**config.mk**
```make
export PLATFORM = sky130hd
export DESIGN_NAME = adder_8bit
export DESIGN_NICKNAME = d
export VERILOG_FILES = /design/src/rtl/mac_pkg.sv /design/src/rtl/adder_8bit_full_adder.sv /design/src/rtl/adder_8bit.sv
export SDC_FILE = /design/constraint.sdc
export NUM_CORES = 1
export LEC_CHECK = 0
export ABC_CLOCK_PERIOD_IN_PS = 6100
export BUFFER_PORTS_ARGS = -buffer_cell sky130_fd_sc_hd__buf_2
export CORE_MARGIN = 2
export CORE_UTILIZATION = 40
export CTS_CLUSTER_SIZE = 28
export DETAILED_ROUTE_END_ITERATION = 8
export GPL_TIMING_DRIVEN = 0
export PLACE_DENSITY = 0.75
export SLEW_MARGIN = 10
export SYNTH_ARGS = -nofsm -noshare
export SYNTH_HDL_FRONTEND = slang
export SYNTH_SLANG_ARGS = --single-unit
```
**constraint.sdc**
```tcl
create_clock -name clk -period 6.1 [get_ports clk]
set_input_delay 0.61 -clock clk [delete_from_list [all_inputs] [get_ports clk]]
set_output_delay 0.61 -clock clk [all_outputs]
set_load 0.05 [all_outputs]
```
**src/rtl/mac_pkg.sv**
```systemverilog
// Shared MAC datapath definitions: accumulate-stage width and operand word type.
package mac_pkg;

  localparam int ADDER_WIDTH = 8;

  typedef logic [ADDER_WIDTH-1:0] word_t;

endpackage

```
**src/rtl/adder_8bit_full_adder.sv**
```systemverilog
// One-bit full adder; the ripple stage of adder_8bit.
module full_adder (
  input  logic a,
  input  logic b,
  input  logic cin,
  output logic s,
  output logic cout
);

  logic p_s;

  assign p_s  = a ^ b;
  assign s    = p_s ^ cin;
  assign cout = (a & b) | (cin & p_s);

endmodule

```
**src/rtl/adder_8bit.sv**
```systemverilog
// Unsigned ripple-carry adder with a zero-latency sum and a one-cycle registered copy.
module adder_8bit
  import mac_pkg::*;
#(
  parameter int WIDTH = ADDER_WIDTH
) (
  input  logic             clk,
  input  logic             rst,
  input  logic [WIDTH-1:0] a,
  input  logic [WIDTH-1:0] b,
  input  logic             in_valid,
  output logic [WIDTH-1:0] sum,
  output logic             carry_out,
  output logic [WIDTH-1:0] sum_r,
  output logic             carry_out_r,
  output logic             out_valid
);

  logic [WIDTH:0] carry_s;

  // No carry-in: the chain starts from a constant zero.
  assign carry_s[0] = 1'b0;

  for (genvar i = 0; i < WIDTH; i++) begin : g_ripple
    full_adder u_fa (
      .a    (a[i]),
      .b    (b[i]),
      .cin  (carry_s[i]),
      .s    (sum[i]),
      .cout (carry_s[i+1])
    );
  end

  assign carry_out = carry_s[WIDTH];

  // Output register: captures the sum when in_valid, otherwise holds data and drops valid.
  always_ff @(posedge clk or posedge rst) begin
    if (rst) begin
      sum_r       <= {WIDTH{1'b0}};
      carry_out_r <= 1'b0;
      out_valid   <= 1'b0;
    end else if (in_valid) begin
      sum_r       <= sum;
      carry_out_r <= carry_out;
      out_valid   <= 1'b1;
    end else begin
      sum_r       <= sum_r;
      carry_out_r <= carry_out_r;
      out_valid   <= 1'b0;
    end
  end

endmodule

```
==> results.py, run 1 <==
metrics = {
    "timing": {
        "worstMarginPinSlew_ps": 368,
        "setup_violations": 0,
        "rsz0062_at_grt": "false",
        "maxSlewViolCount": 0,
        "hold_viol_final": 0,
        "period_needed_ps": 4770,
        "tns_ps": 0,
        "slew_headroom_pct": 75.4,
        "max_freq_mhz": 210,
        "fin_worst_skew_ps": 0,
        "period_share_pct": 78.2,
    },
    "clock_network": {
        "cts_buffers": 3,
        "ctsHoldBuffers": 0,
        "cts_buffer_depth": 2,
        "cts_max_level": 1,
        "cts-root-buf": "clkbuf_4",
        "clock_latency_ps": 250,
        "ctsResizeCount": 0,
        "path_clk_slew_ps": 60,
        "cts_tree": "built",
        "cts_setup_buffers": 0,
        "clock_sinks": 10,
    },
    "power_and_ir_drop": {
        "power.total_uw": 305,
        "pwr_density_cell_nw_per_um2": 356,
        "ir_worst_vdd_mv": 0.156,
        "leakagePower_uw": 0.000479,
    },
    "layout": {
        "multi_input_area_um2": 272,
        "final_common_cell": "buf_2",
        "syn_to_final_growth_pct": 39.2,
        "fillers": 140,
        "final_cell_mix": "buf_2 (37), dfrtp_1 (10), buf_4 (8), fa_1 (7)",
        "drive_gt1_share_pct": 67.1,
        "ff_latch_area_um2": 250,
        "diodes": 0,
        "fin_nets": 113,
    },
    "floorplan": {
        "die_h_um": 43.2,
        "initial_core_util_pct": 41.8,
        "die_w_um": 43.2,
        "die-area_um2": 1870,
        "core_area_um2": 1470,
        "rows": 14,
        "io_pins": 38,
    },
    "critical_path": {
        "cp-start-kind": "input port",
        "cp.arrival_ps": 4160,
        "cp_max_fo": 2,
        "crit_required_ps": 5490,
        "reg2reg_depth": 1,
        "crit_type": "in -> out",
        "endpoint_kind": "output port",
    },
    "placed_design": {
        "gp_congestion": 0.652,
        "portBuffers": 37,
    },
    "synth": {
        "synthDistinctLibCells": 10,
        "yosys_register_bits": 10,
        "synth_cells": 44,
        "syn_area_um2": 616,
        "yosys_warnings": 0,
        "ys_seq_area_share_pct": 40.7,
        "mappedNetlistNets": 71,
        "syn_avg_cell_area_um2": 14.0,
    },
    "routing": {
        "ant_nets": 0,
        "vias": 440,
        "post_drt_wl_per_cell_um": 10.7,
        "first_iter_violations": 0,
        "finalWirelength_um": 1080,
        "drc": 0,
        "vias_per_cell": 4.36,
        "dr.pass1.iters": 1,
    },
    "hold_path": {
        "hold_class": "in -> async",
    },
    "grt": {
        "grt_antenna_before_repair": 0,
        "grt_overflow_total": 0,
        "track_usage_pct": 13.7,
        "grt_pass1_wl_um": 1850,
        "grt_max_degree": 11,
        "first_global_vias": 432,
    },
    "run": {
        "maxCapViolations": 0,
    },
    "run_status": {
        "status": "finished clean",
    },
}
## layer usage
layer | share of wire, % | vias to the layer above | track usage (%)
met5 | 0 | - | 0
met4 | 0 | 0 | 3.64
met2 | 49 | 25 | 21.8
li1 | - | 211 | -
met1 | 40 | 204 | 17.1
met3 | 11 | 0 | 5.53
## final timing paths
kind | start | end | slack (ps)
worst max register to register | sum_r[6]$_DFFE_PP0P_ | sum_r[6]$_DFFE_PP0P_ | 5340
worst max-delay path | a[0] | sum[7] | 1330
min in group clk | sum_r[0]$_DFFE_PP0P_ | sum_r[0]$_DFFE_PP0P_ | 500
worst min register to register | sum_r[0]$_DFFE_PP0P_ | sum_r[0]$_DFFE_PP0P_ | 500
worst min-delay path | rst | sum_r[7]$_DFFE_PP0P_ | 320
max in group asynchronous | rst | sum_r[2]$_DFFE_PP0P_ | 5520
## stage by stage
| step | util [%] | std cells | setup slack [ps] | cell area, um^2 | hold slack [ps] |
|---|---|---|---|---|---|
| after floorplan | - | 44 | 1730 | 616 | 450 |
| after global placement | 55.8 | 97 | 1340 | 821 | 489 |
| after detailed placement | 55.8 | 97 | 1300 | 821 | 488 |
| after CTS | 58.2 | 101 | 1290 | 857 | 323 |
| after global routing | 58.2 | 101 | 1200 | 857 | 350 |
| final | 58.2 | 101 | 1330 | 857 | 316 |
## Yosys cell counts (all sizes together)
master,number,area (um^2)
dfrtp,10,250
inv,6,22.5
mux2,7,101
a21oi,2,10.0
nor2,2,7.51
fa,7,140
buf,9,71.3
ha,1,12.5
## flip-flops by register name, indices dropped and copies added (netlist names)
| signal | cells |
|---|---|
| out_valid | 1 |
| carry_out_r | 1 |
| sum_r | 8 |
## cell type report
type / instances / area share (%)
Buffer: 9 / 8.32
Clock buffer: 4 / 4.23
Inverter: 6 / 2.63
Multi-Input combinational cell: 19 / 31.7
Sequential cell: 10 / 29.2
Tap cell: 16 / 2.34
Timing Repair Buffer: 37 / 21.6
## logic make-up after synthesis
family | synth area share (%)
buf+inv | 15.2
flops | 40.7
fa+ha+maj | 24.8
mux | 16.5
compound gates | 1.63
simple gates | 1.22
## critical path, stage by stage
cell,delay [ps]
buf_2,100
ha_1,190
fa_1,380
fa_1,410
fa_1,400
fa_1,390
fa_1,390
fa_1,380
inv_1,90
fa_1,420
inv_1,70
buf_4,90
buf_2,240
## power breakdown
part	switching, uW	internal (uW)	total (uW)
registers	6.46	79.0	85.5
clock network	19.7	36.1	55.8
logic	111	52.9	164
Note: power is estimated with default switching activity, not from simulation.
==> run 2: changes to the inputs <==
Settings changed: ABC_AREA set to 1, ABC_CLOCK_PERIOD_IN_PS 6100 to 3900, CORE_ASPECT_RATIO set to 1.2, CORE_UTILIZATION 40 to 36, PLACE_DENSITY 0.75 to 0.72.
Clock period 6.1 ns to 3.9 ns, I/O delays scaled along.
==> results.py, run 2 <==
metrics = {
    "timing": {
        "setup_violations": 0,
        "fin_worst_skew_ps": 0,
        "max_freq_mhz": 258,
        "worstMarginPinSlew_ps": 371,
        "worst_hold_slack_ps": 81.0,
        "slew_headroom_pct": 75.3,
        "maxSlewViolCount": 0,
        "rsz0062_at_grt": "true",
        "period_needed_ps": 3880,
        "hold_viol_final": 0,
        "period_share_pct": 99.4,
    },
    "synth": {
        "yosys.cell_count.top_type": "nand2_1",
        "yosys_warnings": 0,
        "ys_seq_area_share_pct": 41.6,
        "yosys_register_bits": 10,
        "mappedNetlistNets": 88,
        "synth_top_area_share_pct": 41.6,
        "syn_area_um2": 602,
        "yosysTopAreaCell": "dfrtp_1",
        "synthDistinctLibCells": 8,
        "synth_cells": 61,
        "async_flop_share_pct": 100,
        "syn_avg_cell_area_um2": 9.87,
        "synth_edf_count": 0,
        "ys_top_cells_by_area": "dfrtp_1 (42%), fa_1 (23%), nand2_1 (17%)",
        "synth_commonest_cells": "nand2_1 (27), dfrtp_1 (10), buf_4 (8)",
        "synth_ff_type": "dfrtp_1",
    },
    "power_and_ir_drop": {
        "ir_worst_vdd_mv": 0.234,
        "power.total_uw": 437,
        "pwr_density_cell_nw_per_um2": 493,
        "leakagePower_uw": 0.000504,
    },
    "placed_design": {
        "dpl.cell_count": 116,
        "dpl_cell_area_um2": 816,
        "hpwlAfterDp_um": 977,
        "portBuffers": 37,
        "gp_congestion": 0.677,
    },
    "routing": {
        "finalWirelength_um": 1260,
        "vias_per_cell": 4.33,
        "first_iter_violations": 6,
        "vias": 515,
        "post_drt_wl_per_cell_um": 10.6,
        "dr.pass1.iters": 4,
        "ant_nets": 0,
        "drc": 0,
    },
    "layout": {
        "final_common_cell": "buf_2",
        "stdcell_count": 119,
        "largest_register_ff_count": 8,
        "drive_gt1_share_pct": 58.4,
        "top_regs": "sum_r (8), carry_out_r (1), out_valid (1)",
        "fillers": 156,
        "syn_to_final_growth_pct": 47.2,
        "multi_input_area_um2": 282,
        "fin_area_um2": 886,
        "final_util_pct": 55.3,
        "largest-register": "sum_r",
        "fin_nets": 130,
        "final_cell_mix": "buf_2 (34), nand2_1 (27), dfrtp_1 (10), buf_4 (7), fa_2 (6)",
        "diodes": 0,
        "ff_latch_area_um2": 250,
    },
    "clock_network": {
        "cts_tree": "built",
        "cts_max_level": 1,
        "cts_buffers": 3,
        "clock_latency_ps": 270,
        "cts-root-buf": "clkbuf_4",
        "clock_sinks": 10,
        "cts_buffer_depth": 2,
        "path_clk_slew_ps": 70,
    },
    "critical_path": {
        "critical-path-top-cell-by-count": "fa_2",
        "crit_type": "in -> out",
        "slowest_delay_ps": 410,
        "reg2reg_depth": 2,
        "path_cells": "buf_6 -> ha_4 -> fa_2 -> fa_2 -> fa_2 -> fa_2 -> fa_2 -> fa_2 -> inv_2 -> fa_1 -> inv_2 -> buf_6 -> buf_8",
        "r2r-start": "sum_r[3]$_DFFE_PP0P_",
        "critPathTopFamily": "adder cells",
        "crit_required_ps": 3510,
        "cp.arrival_ps": 3490,
        "rrSetupSlack_ps": 3280,
        "r2r-end": "sum_r[3]$_DFFE_PP0P_",
        "endpoint_kind": "output port",
        "slowest_stage": "fa_1",
        "path_buf_inv": 5,
        "path_depth": 13,
        "cp-start-kind": "input port",
        "cp_max_fo": 2,
    },
    "grt": {
        "met1_usage_pct": 14.1,
        "grt_pass1_wl_um": 2010,
        "first_global_vias": 535,
        "met3_usage_pct": 5.48,
        "grt_busiest_layer": "met2",
        "grt_overflow_total": 0,
        "grt_antenna_before_repair": 0,
        "globalRouteMet2Util_pct": 27.3,
        "track_usage_pct": 15.3,
        "grt_max_degree": 11,
    },
    "floorplan": {
        "die_h_um": 48.8,
        "rows": 16,
        "initial_core_util_pct": 37.6,
        "die_w_um": 41.3,
        "io_pins": 38,
        "die-area_um2": 2020,
        "core_area_um2": 1600,
    },
    "run_status": {
        "status": "finished clean",
    },
    "hold_path": {
        "hold_class": "in -> async",
    },
    "run": {
        "maxCapViolations": 0,
    },
}
-- run 2: cell families (layout without fill, tap and decap cells) --
| group | count (synthesis) | in the layout | share of synthesized area [%] |
|---|---|---|---|
| AND/OR/NAND/NOR | 27 | 27 | 16.8 |
| adder cells (fa/ha/maj) | 8 | 8 | 25.4 |
| flip-flops | 10 | 10 | 41.6 |
| buffers and inverters | 16 | 56 | 16.2 |
-- run 2: report_power, final --
part / total, uW / internal [uW] / switching (uW)
Sequential: 127 / 120 / 7.57
Combinational: 238 / 74.1 / 164
Clock: 71.1 / 35.7 / 35.5
Total: 437 / 229 / 207
-- run 2: through the flow --
| stage | setup WS (ps) | TNS [ps] |
|---|---|---|
| floorplan | 27.7 | 0 |
| global placement | -358 | -358 |
| detailed placement | -381 | -381 |
| CTS | 3.93 | 0 |
| global route | -55.5 | -55.5 |
| finish | 24.3 | 0 |
-- run 2: worst max path at each step --
stage | start | end | slack, ps
5_1_grt | a[0] | sum[7] | -60
3_5_place_dp | a[0] | sum[7] | -380
6_report | a[0] | sum[7] | 20
2_1_floorplan | a[0] | sum[7] | 30
3_3_place_gp | a[0] | sum[7] | -360
4_1_cts | a[0] | sum[7] | 4
-- run 2: layer usage --
metal / vias up / wire [um]
li1: 248 / -
met4: 0 / 23
met2: 23 / 733
met1: 241 / 419
met5: - / 0
met3: 3 / 80
-- run 2: cell type report --
class | count | share of cell area (%)
sequential | 10 | 28.2
timing repair buffer | 37 | 23.4
inverter | 7 | 2.97
multi-input combinational | 35 | 31.8
buffer | 9 | 8.47
tap | 18 | 2.54
clock buffer | 3 | 2.54
-- run 2: timing repair --
action | CTS | global route
endpoints found under the setup margin | 1 | 1
buffers inserted | 0 | 0
hold buffers | 0 | 0
gates resized for setup | 11 | 3
pin swaps | 0 | 0
-- run 2: worst reg2reg max path, cell delays in order, from the launching register on --
cell and delay, ps:
dfrtp_1 390, nand2_1 80, nand2_1 50
==> run 3: changes to the inputs <==
Settings changed: REMOVE_ABC_BUFFERS set to 1.
==> results.py, run 3 (same netlist as run 2, synthesis figures left out) <==
metrics = {
    "layout": {
        "diodes": 0,
        "drive_gt1_share_pct": 55.3,
        "largest_register_ff_count": 8,
        "largest-register": "sum_r",
        "top_regs": "sum_r (8), carry_out_r (1), out_valid (1)",
        "final_common_cell": "buf_2",
        "final_cell_mix": "buf_2 (34), nand2_1 (27), dfrtp_1 (10), fa_2 (6), inv_1 (4)",
        "syn_to_final_growth_pct": 38.3,
        "fin_area_um2": 832,
        "fin_nets": 122,
        "stdcell_count": 112,
    },
    "clock_network": {
        "path_clk_slew_ps": 70,
        "cts_buffer_depth": 2,
        "clock_latency_ps": 260,
        "cts_buffers": 3,
        "ctsHoldBuffers": 0,
        "cts-root-buf": "clkbuf_4",
        "cts_tree": "built",
        "cts_max_level": 1,
        "clock_sinks": 10,
    },
    "timing": {
        "max_freq_mhz": 263,
        "hold_viol_final": 0,
        "slew_headroom_pct": 74.1,
        "fin_worst_skew_ps": 0,
        "period_share_pct": 97.3,
        "rsz0062_at_grt": "false",
        "worstMarginPinSlew_ps": 388,
        "maxSlewViolCount": 0,
        "period_needed_ps": 3800,
        "worst_hold_slack_ps": 89.5,
        "setup_violations": 0,
        "timing.final.ws_setup_ps": 104,
    },
    "critical_path": {
        "cp_max_fo": 2,
        "slowest_stage": "fa_1",
        "crit_required_ps": 3510,
        "slowest_delay_ps": 420,
        "rrSetupSlack_ps": 3300,
        "cp.arrival_ps": 3410,
        "path_cells": "buf_6 -> ha_4 -> fa_2 -> fa_2 -> fa_2 -> fa_2 -> fa_2 -> fa_2 -> inv_2 -> fa_1 -> inv_2 -> buf_8",
        "endpoint_kind": "output port",
        "endpoint": "sum[7]",
        "reg2reg_depth": 2,
        "r2r-end": "sum_r[5]$_DFFE_PP0P_",
        "startpoint": "a[0]",
        "cp-start-kind": "input port",
        "r2r-start": "sum_r[5]$_DFFE_PP0P_",
        "crit_type": "in -> out",
        "critical-path-top-cell-by-count": "fa_2",
    },
    "floorplan": {
        "die-area_um2": 2020,
        "io_pins": 38,
        "initial_core_util_pct": 37.6,
        "die_h_um": 48.8,
        "rows": 16,
        "core_area_um2": 1600,
        "die_w_um": 41.3,
    },
    "grt": {
        "first_global_vias": 447,
        "grt_pass1_wl_um": 1810,
        "track_usage_pct": 13.6,
        "grt_max_degree": 12,
        "grt_antenna_before_repair": 0,
        "grt_overflow_total": 0,
    },
    "power_and_ir_drop": {
        "power.total_uw": 436,
        "leakagePower_uw": 0.000471,
        "ir_worst_vdd_mv": 0.214,
        "pwr_density_cell_nw_per_um2": 524,
    },
    "run": {
        "maxCapViolations": 0,
    },
    "placed_design": {
        "dpl.cell_count": 107,
        "post-place-ws_ps": -327,
        "portBuffers": 37,
        "gp_congestion": 0.703,
        "dpl_cell_area_um2": 738,
        "hpwlAfterDp_um": 918,
    },
    "hold_path": {
        "hold_class": "in -> async",
    },
    "routing": {
        "drc": 0,
        "first_iter_violations": 9,
        "dr.pass1.iters": 4,
        "vias_per_cell": 4.21,
        "ant_nets": 0,
        "finalWirelength_um": 1160,
        "vias": 471,
        "post_drt_wl_per_cell_um": 10.3,
    },
    "run_status": {
        "status": "finished clean",
    },
}
==> run 3: critical path: cells and delay by family <==
kind | cells | cell delay [ps]
adder cells (fa/ha/maj) | 8 | 2620
buffers and inverters | 4 | 390
==> run 3: how the worst min path moves through the flow <==
stage	end	slack, ps	depth (start not counted)
2_1_floorplan	carry_out_r$_DFFE_PP0P_	230	1
3_3_place_gp	out_valid$_DFF_PP0_	370	2
3_5_place_dp	out_valid$_DFF_PP0_	380	2
4_1_cts	sum_r[3]$_DFFE_PP0P_	100	2
5_1_grt	out_valid$_DFF_PP0_	120	2
6_report	sum_r[3]$_DFFE_PP0P_	90	2
==> run 3: layout make-up <==
cell class / instances / area, um^2
fillers: 157 / 769
multi-input cells: 35 / 282
flip-flops and latches: 10 / 250
repair buffers: 38 / 215
clock buffers: 4 / 36.3
inverters: 7 / 26.3
well taps: 18 / 22.5
==> run 3: timing repair <==
item | in CTS | in global routing
gates resized for setup | 9 | 6
gates cloned | 0 | 0
setup buffers | 0 | 1
pin swaps | 0 | 1
endpoints found under the hold margin | 0 | 0
setup endpoints to repair | 1 | 1
==> run 3: where the power goes <==
group          total [uW]  internal [uW]  switching, uW
sequential            127            120           7.56
clock                92.5           56.7           35.8
combinational         217           56.4            160
==> run 3: through the flow <==
step	util (%)	setup TNS, ps
floorplan	-	-109
detailed placement	46.1	-327
CTS	49.8	0
finish	52.0	0
global route	52.0	0
global placement	46.1	-302
==> run 3: routing by layer <==
layer / track usage, % / up-vias / wire [um]
li1: - / 236 / -
met1: 17.6 / 205 / 447
met2: 18.2 / 26 / 568
met3: 4.57 / 4 / 101
met4: 9.68 / 0 / 40
met5: 0 / - / 0
